<file path="src/rtl/mem_arbiter.sv">
// Two-port arbiter sharing a single-port 4096x16 RAM. Every access runs IDLE->ISSUE->RESP.
// Contention is resolved by round-robin or by fixed port-0 priority, selected by FIXED_PRIO.
module mem_arbiter #(
    parameter int unsigned FIXED_PRIO = 0
) (
    input  logic        clock,
    input  logic        reset,
    input  logic        p0_req,
    input  logic        p0_we,
    input  logic [11:0] p0_addr,
    input  logic [15:0] p0_wdata,
    output logic        p0_ack,
    output logic [15:0] p0_rdata,
    input  logic        p1_req,
    input  logic        p1_we,
    input  logic [11:0] p1_addr,
    input  logic [15:0] p1_wdata,
    output logic        p1_ack,
    output logic [15:0] p1_rdata,
    output logic [11:0] m_addr,
    output logic [15:0] m_data,
    output logic        m_wren,
    input  logic [15:0] m_q,
    output logic        busy,
    output logic        owner
);

    typedef enum logic [1:0] {
        S_IDLE  = 2'd0,
        S_ISSUE = 2'd1,
        S_RESP  = 2'd2
    } state_t;

    state_t      state_q, state_d;
    logic [11:0] m_addr_q, m_addr_d;
    logic [15:0] m_data_q, m_data_d;
    logic        m_wren_q, m_wren_d;
    logic        p0_ack_q, p0_ack_d;
    logic        p1_ack_q, p1_ack_d;
    logic [15:0] p0_rdata_q, p0_rdata_d;
    logic [15:0] p1_rdata_q, p1_rdata_d;
    logic        busy_q, busy_d;
    logic        owner_q, owner_d;
    logic        last_q, last_d;
    logic        grant_s;

    // Port chosen if a grant happens this IDLE cycle; a lone requester always wins.
    always_comb begin
        grant_s = 1'b0;
        if (p0_req && p1_req) begin
            if (FIXED_PRIO != 0) begin
                grant_s = 1'b0;
            end else begin
                grant_s = ~last_q;
            end
        end else begin
            grant_s = p1_req;
        end
    end

    // Next-state and output decode for the three-state access sequence.
    always_comb begin
        state_d    = state_q;
        m_addr_d   = m_addr_q;
        m_data_d   = m_data_q;
        m_wren_d   = m_wren_q;
        p0_ack_d   = 1'b0;
        p1_ack_d   = 1'b0;
        p0_rdata_d = p0_rdata_q;
        p1_rdata_d = p1_rdata_q;
        owner_d    = owner_q;
        last_d     = last_q;
        busy_d     = 1'b0;
        case (state_q)
            S_IDLE: begin
                if (p0_req || p1_req) begin
                    state_d = S_ISSUE;
                    owner_d = grant_s;
                    last_d  = grant_s;
                    if (grant_s) begin
                        m_addr_d = p1_addr;
                        m_data_d = p1_wdata;
                        m_wren_d = p1_we;
                    end else begin
                        m_addr_d = p0_addr;
                        m_data_d = p0_wdata;
                        m_wren_d = p0_we;
                    end
                end else begin
                    state_d = S_IDLE;
                end
            end
            S_ISSUE: begin
                state_d  = S_RESP;
                m_wren_d = 1'b0;
                // m_wren_q still marks the access as a write; writes leave rdata untouched.
                if (!m_wren_q) begin
                    if (owner_q) begin
                        p1_rdata_d = m_q;
                    end else begin
                        p0_rdata_d = m_q;
                    end
                end else begin
                    p0_rdata_d = p0_rdata_q;
                end
                if (owner_q) begin
                    p1_ack_d = 1'b1;
                end else begin
                    p0_ack_d = 1'b1;
                end
            end
            S_RESP: begin
                state_d = S_IDLE;
            end
            default: begin
                state_d  = S_IDLE;
                m_wren_d = 1'b0;
            end
        endcase
        if (state_d != S_IDLE) begin
            busy_d = 1'b1;
        end else begin
            busy_d = 1'b0;
        end
    end

    // State and output registers; the pointer resets to 1 so the first tie goes to port 0.
    always_ff @(posedge clock) begin
        if (reset) begin
            state_q    <= S_IDLE;
            m_addr_q   <= 12'h000;
            m_data_q   <= 16'h0000;
            m_wren_q   <= 1'b0;
            p0_ack_q   <= 1'b0;
            p1_ack_q   <= 1'b0;
            p0_rdata_q <= 16'h0000;
            p1_rdata_q <= 16'h0000;
            busy_q     <= 1'b0;
            owner_q    <= 1'b0;
            last_q     <= 1'b1;
        end else begin
            state_q    <= state_d;
            m_addr_q   <= m_addr_d;
            m_data_q   <= m_data_d;
            m_wren_q   <= m_wren_d;
            p0_ack_q   <= p0_ack_d;
            p1_ack_q   <= p1_ack_d;
            p0_rdata_q <= p0_rdata_d;
            p1_rdata_q <= p1_rdata_d;
            busy_q     <= busy_d;
            owner_q    <= owner_d;
            last_q     <= last_d;
        end
    end

    assign m_addr   = m_addr_q;
    assign m_data   = m_data_q;
    assign m_wren   = m_wren_q;
    assign p0_ack   = p0_ack_q;
    assign p1_ack   = p1_ack_q;
    assign p0_rdata = p0_rdata_q;
    assign p1_rdata = p1_rdata_q;
    assign busy     = busy_q;
    assign owner    = owner_q;

endmodule

</file>
<file path="config.mk">
export PLATFORM = sky130hd
export DESIGN_NAME = mem_arbiter
export DESIGN_NICKNAME = d
export VERILOG_FILES = /design/src/rtl/mem_arbiter.sv
export SDC_FILE = /design/constraint.sdc
export NUM_CORES = 1
export LEC_CHECK = 0
export ABC_AREA = 1
export BUFFER_PORTS_ARGS = -buffer_cell sky130_fd_sc_hd__buf_2
export CAP_MARGIN = 20
export CELL_PAD_IN_SITES_DETAIL_PLACEMENT = 0
export CELL_PAD_IN_SITES_GLOBAL_PLACEMENT = 1
export CORE_AREA = 2 2 106 108
export CTS_CLUSTER_DIAMETER = 100
export DETAILED_ROUTE_END_ITERATION = 12
export DIE_AREA = 0 0 108 110
export PLACE_DENSITY = 0.78
export SYNTH_ARGS = -nofsm -noshare
export SYNTH_HDL_FRONTEND = slang
export SYNTH_SLANG_ARGS = --single-unit
</file>
<file path="constraint.sdc">
create_clock -name clock -period 1.1 [get_ports clock]
set_input_delay 0.33 -clock clock [delete_from_list [all_inputs] [get_ports clock]]
set_output_delay 0.33 -clock clock [all_outputs]
set_load 0.01 [all_outputs]
</file>
Word-level counts from Yosys, hierarchy flattened --
Index checks and enable logic that the tools add are counted.
Word-level totals: flip-flop bits (word level) 68, memory bits (writable) 0, memories 0, bits in read-only memories 0, bits of input ports 78, bits in latches 0
Cells by class: multiplexer cells 11, reduce and logical (&&, ||, !) cells 9, $add $sub $neg 0, multipliers 0, shift operators 0, bitwise operators 5, divide/modulo/power cells 0, eq/ne operators 3, $lt $le $gt $ge 0
Operators by type and width (number):
- 2-to-1 mux 16 bit | 1
- 2-to-1 mux 12 bit | 1
- 2-to-1 mux 1 bit | 7
- AND reduction 3 bit | 2
- inverter 1 bit | 5
- case mux 2 bit (2 select lines) | 1
- AND reduction 2 bit | 2
- == test 2 x 1 -> 1 bit (second input constant) | 1
- == test 2 bit (second input constant) | 1
- zero test 2 bit | 1
- != test 2 bit (second input constant) | 1
- case mux 1 bit (2 select lines) | 1
- nonzero test 2 bit | 1
- OR reduction 2 bit | 1
- logical AND 1 bit | 1
- logical OR 1 bit | 1

Depth between registers and ports, before layout --
depth in word-level cells 5, mapped depth 9, gate-level depth less buffers 7

Worst setup path before layout --
Ideal clock, no wire load.
kind flip-flop to flip-flop, start reg owner_q (netlist: owner), end reg p1_rdata_q[10] (netlist: p1_rdata[10]), slack -44 ps, stages on the path, launching flop included 7, path buffers 1, data required time 984 ps, arrival time 1029 ps, setup time 116 ps, cell sequence dfxtp_1 -> inv_2 -> nor2_4 -> nand2_4 -> buf_6 -> o21ai_0 -> nor2_1
On the way: word-level cells in the longest chain between the ends 1
Ends and longest elaborated chain:
- start: declaration | line 43 | logic owner_q, owner_d;
- start signal: assignment | line 151 | owner_q <= owner_d;
- AND reduction 3 bit (no line)
- end signal: assignment | line 149 | p1_rdata_q <= p1_rdata_d;
- end: declaration | line 41 | logic [15:0] p1_rdata_q, p1_rdata_d;
Every way passes these cells. A chain may end at the register's enable or synchronous reset.

Worst setup path after layout --
start reg m_wren_q (netlist: m_wren), end reg p0_rdata_q[8] (netlist: p0_rdata[8])
On the way: word-level cells in the longest chain between the ends 2
Ends and longest elaborated chain:
- start: declaration | line 37 | logic m_wren_q, m_wren_d;
- start signal: assignment | line 145 | m_wren_q <= m_wren_d;
- inverter 1 bit (no line)
- AND reduction 3 bit (no line)
- end signal: assignment | line 148 | p0_rdata_q <= p0_rdata_d;
- end: declaration | line 40 | logic [15:0] p0_rdata_q, p0_rdata_d;
Every way passes these cells.

==> key figures <==
Status
  • Result of the run: finished, violations left
  • Violations in the final reports: negative setup slack

Yosys
  • Mapped Avg Cell Area: 7.02 um2
  • Netlist area before placement: 0.00295 mm2
  • Number of register bits inferred by synthesis: 68
  • Simple-gate share of the synthesized area: 0.325
  • Proportion of synthesized area in mux cells: 0
  • Sequential cell area fraction in the yosys report: 0.462
  • Syn nets: 498
  • Gate count of the mapped netlist: 420
  • Number of distinct library cell variants in the gate-level netlist after synthesis: 19
  • Combinational family with the most area after synthesis: simple AND/OR/NAND/NOR gates
  • Fraction of post-synthesis cell area in the top cell type by area: 0.462
  • Synth top area cells: sky130_fd_sc_hd__dfxtp_1, sky130_fd_sc_hd__nor2_1, sky130_fd_sc_hd__nand2_1, sky130_fd_sc_hd__o21ai_0, sky130_fd_sc_hd__inv_1
  • Post-synthesis cell type with the largest combined area: sky130_fd_sc_hd__dfxtp_1
  • Synth Area in Compound Gates: 0.110
  • Total of warnings raised by yosys: 0
  • Adder-Cell Fraction of Synth Area: 0
  • Synthesized-area fraction occupied by xor and xnor cells: 0

Timing
  • Worst hold margin: 0.243 ns
  • Share of the clock period used by the worst path: 1.09
  • Highest clock rate: 0.836 GHz
  • Count of final max-slew check failures: 0
  • Layout Skew: 0.00431 ns
  • Shortest clock period the worst path allows after layout: 1.20 ns
  • Number of hold-slack violations in the final timing report: 0
  • Headroom to the max-slew limit: 0.856
  • Fin worst setup slack: -0.0963 ns
  • Unrepaired setup endpoints after global routing: true
  • Number of endpoints failing setup at the final stage: 122
  • Actual slew at the worst max-slew pin: 0.216 ns

Routing
  • Wire length after detailed routing: 9.51 mm
  • Number of violations reported at the end of detailed-routing iteration 0: 70
  • Via/cell ratio: 4.31
  • Detailed-route DRC error count: 0
  • Post-route ant nets: 0
  • Detailed-route wire length per cell: 12.9 um
  • Number of vias in the routed layout: 3193
  • TritonRoute pass-1 iters: 4

Worst setup path
  • Critical Path Start Type: flip-flop
  • Setup Crit Path Kind: flip-flop to flip-flop
  • Count of buffer and inverter cells on the critical path: 2
  • Slowest stage cell on the critical path: sky130_fd_sc_hd__dfxtp_4
  • Critical Path RT: 1.37 ns
  • Worst-path fanout max: 8
  • CP delay by family, top: flip-flops
  • Ordered cell list for the critical path: buf_6 > nor2_4 > clkbuf_16 > nand3_1 > a21oi_1
  • Largest stage delay on the critical path: 0.36 ns
  • Arrival time worst endpoint: 1.46 ns
  • Endpoint type of the worst setup path: flip-flop

Finish
  • Signed area change from the synthesized netlist to the final layout: 78.1%
  • Fin nets: 673
  • Count of antenna diodes in the layout: 0
  • Core utilization of the finished layout: 0.491
  • Fraction of final layout cells with drive strength greater than 1: 0.580

Global route
  • First-pass GRT wire length: 13.4 mm
  • Global-route total usage across every layer: 0.146
  • Maximum number of pins on one net before global-route repair: 46
  • Via count of the first global-routing pass: 2861
  • Number of antenna violations at the first check in global routing: 0
  • Gr ovfl total: 0

Die
  • Chip Width: 108 um
  • Site Rows: 38
  • Die Y-Extent: 110 um
  • Total die area: 0.0119 mm2
  • Starting Density: 0.276
  • IO Pins: 143
  • Placeable Area: 0.0107 mm2

Placed design
  • Estimated wirelength of the detail-placed design: 5.78 mm
  • Weighted congestion at the end of routability-driven global placement: 0.703
  • Buffers added on ports: 142

Job
  • Max-cap violation count: 0

Min path
  • Worst min-delay path class: input pin to flip-flop

Power and ir drop
  • Leakage: 2.42 nW
  • Ratio of total power to cell area: 1350 mW/mm2
  • Maximum ir drop on the vdd rail: 461 uV

Clock network
  • Clock sink count: 68
  • CTS buffer count: 9
  • Maximum level of the CTS H-tree: 3
  • Clock latency at the later pin of the worst-skew pair: 0.34 ns
  • CTS tree: built
  • Maximum count of clock buffers along a single path: 2
  • Register clock-pin slew on the reported worst setup and hold paths: 0.08 ns
  • Clock root cell: sky130_fd_sc_hd__clkbuf_8
## what timing repair did
| item | 4_1_cts | 5_1_grt |
|---|---|---|
| buffers inserted | 6 | 18 |
| hold buffers | 0 | 0 |
| setup endpoints to repair | 117 | 130 |
| pin swaps | 23 | 31 |
| gates resized for setup | 176 | 61 |
| cloned | 4 | 5 |
## registers in the layout, indices dropped and copies added, names as in the netlist
signal    flops
busy          1
last_q        1
m_addr       12
m_data       16
m_wren        1
owner         1
p0_ack        1
p0_rdata     16
p1_ack        1
p1_rdata     16
state_q       2
## cell usage in the layout, fill, tap and decap left out, types with 11 or more instances in the layout
cell	Yosys	layout
sky130_fd_sc_hd__nor2_1	101	100
sky130_fd_sc_hd__buf_2	7	77
sky130_fd_sc_hd__nand2_1	79	74
sky130_fd_sc_hd__buf_6	7	67
sky130_fd_sc_hd__dfxtp_2	0	64
sky130_fd_sc_hd__inv_1	35	32
sky130_fd_sc_hd__buf_4	2	22
sky130_fd_sc_hd__nor2_2	20	21
sky130_fd_sc_hd__o21ai_1	3	19
sky130_fd_sc_hd__o21ai_0	43	18
sky130_fd_sc_hd__a21oi_2	1	15
sky130_fd_sc_hd__nand3_2	0	11
## per-layer routing
layer,global-route usage,wire [um],part of all wire
met5,0,0,0
met4,0.0577,131,0.014
met3,0.0423,695,0.073
met2,0.243,4620,0.49
met1,0.178,4070,0.43
## worst register-to-register path, cell delays in order, from the launching register on
cell	delay, ns
sky130_fd_sc_hd__dfxtp_4	0.36
sky130_fd_sc_hd__buf_6	0.13
sky130_fd_sc_hd__nor2_4	0.20
sky130_fd_sc_hd__clkbuf_16	0.22
sky130_fd_sc_hd__nand3_1	0.10
sky130_fd_sc_hd__a21oi_1	0.13
## logic make-up after synthesis
kind of cell | after synthesis
buf+inv | 62
compound gates | 64
simple gates | 226
flops | 68
## path summary, 6_finish.rpt
kind,startpoint,to,slack (ns),cells after the start
setup / recovery,m_wren$_SDFFE_PP0P_,p0_rdata[8]$_SDFFE_PP0P_,-0.1,5
setup reg to reg,m_wren$_SDFFE_PP0P_,p0_rdata[8]$_SDFFE_PP0P_,-0.1,5
hold reg to reg,owner$_SDFFE_PP0P_,p0_ack$_SDFF_PP0_,0.45,1
hold / removal,m_q[5],p0_rdata[5]$_SDFFE_PP0P_,0.24,3
## power breakdown
part,internal (mW),switching [mW]
sequential,2.70,0.144
clock,1.28,0.998
combinational,1.05,0.945
total,5.03,2.09
## per-stage QoR
step / instance area, um2 / TNS [ns] / worst slack (ns) / std cells / power (mW)
2_1_floorplan: 2950 / 0 / 0.0211 / 420 / 3.54
3_5_place_dp: 3830 / -3.81 / -0.146 / 691 / 4.05
6_report: 5250 / -4.20 / -0.0963 / 740 / 7.11
5_1_grt: 5250 / -11.32 / -0.191 / 740 / 7.51
3_3_place_gp: 3830 / -3.15 / -0.125 / 691 / 4.03
4_1_cts: 4720 / -3.86 / -0.0769 / 717 / 6.83
## Yosys cell counts (all sizes together)
cell type / number
a21oi: 18
o21ai: 46
clkbuf: 7
nand2: 82
nand3: 20
buf: 16
nor2: 124
dfxtp: 68
inv: 39
## cell type report
class | instances | area (um2)
multi-input combinational | 293 | 1580
clock buffer | 10 | 128
sequential | 68 | 1450
clock inverter | 6 | 88.8
inverter | 39 | 161
fill | 1087 | 5450
timing repair buffer | 183 | 1660
timing repair inverter | 1 | 8.76
tap | 140 | 175
Power figures use the tool's default switching activity.
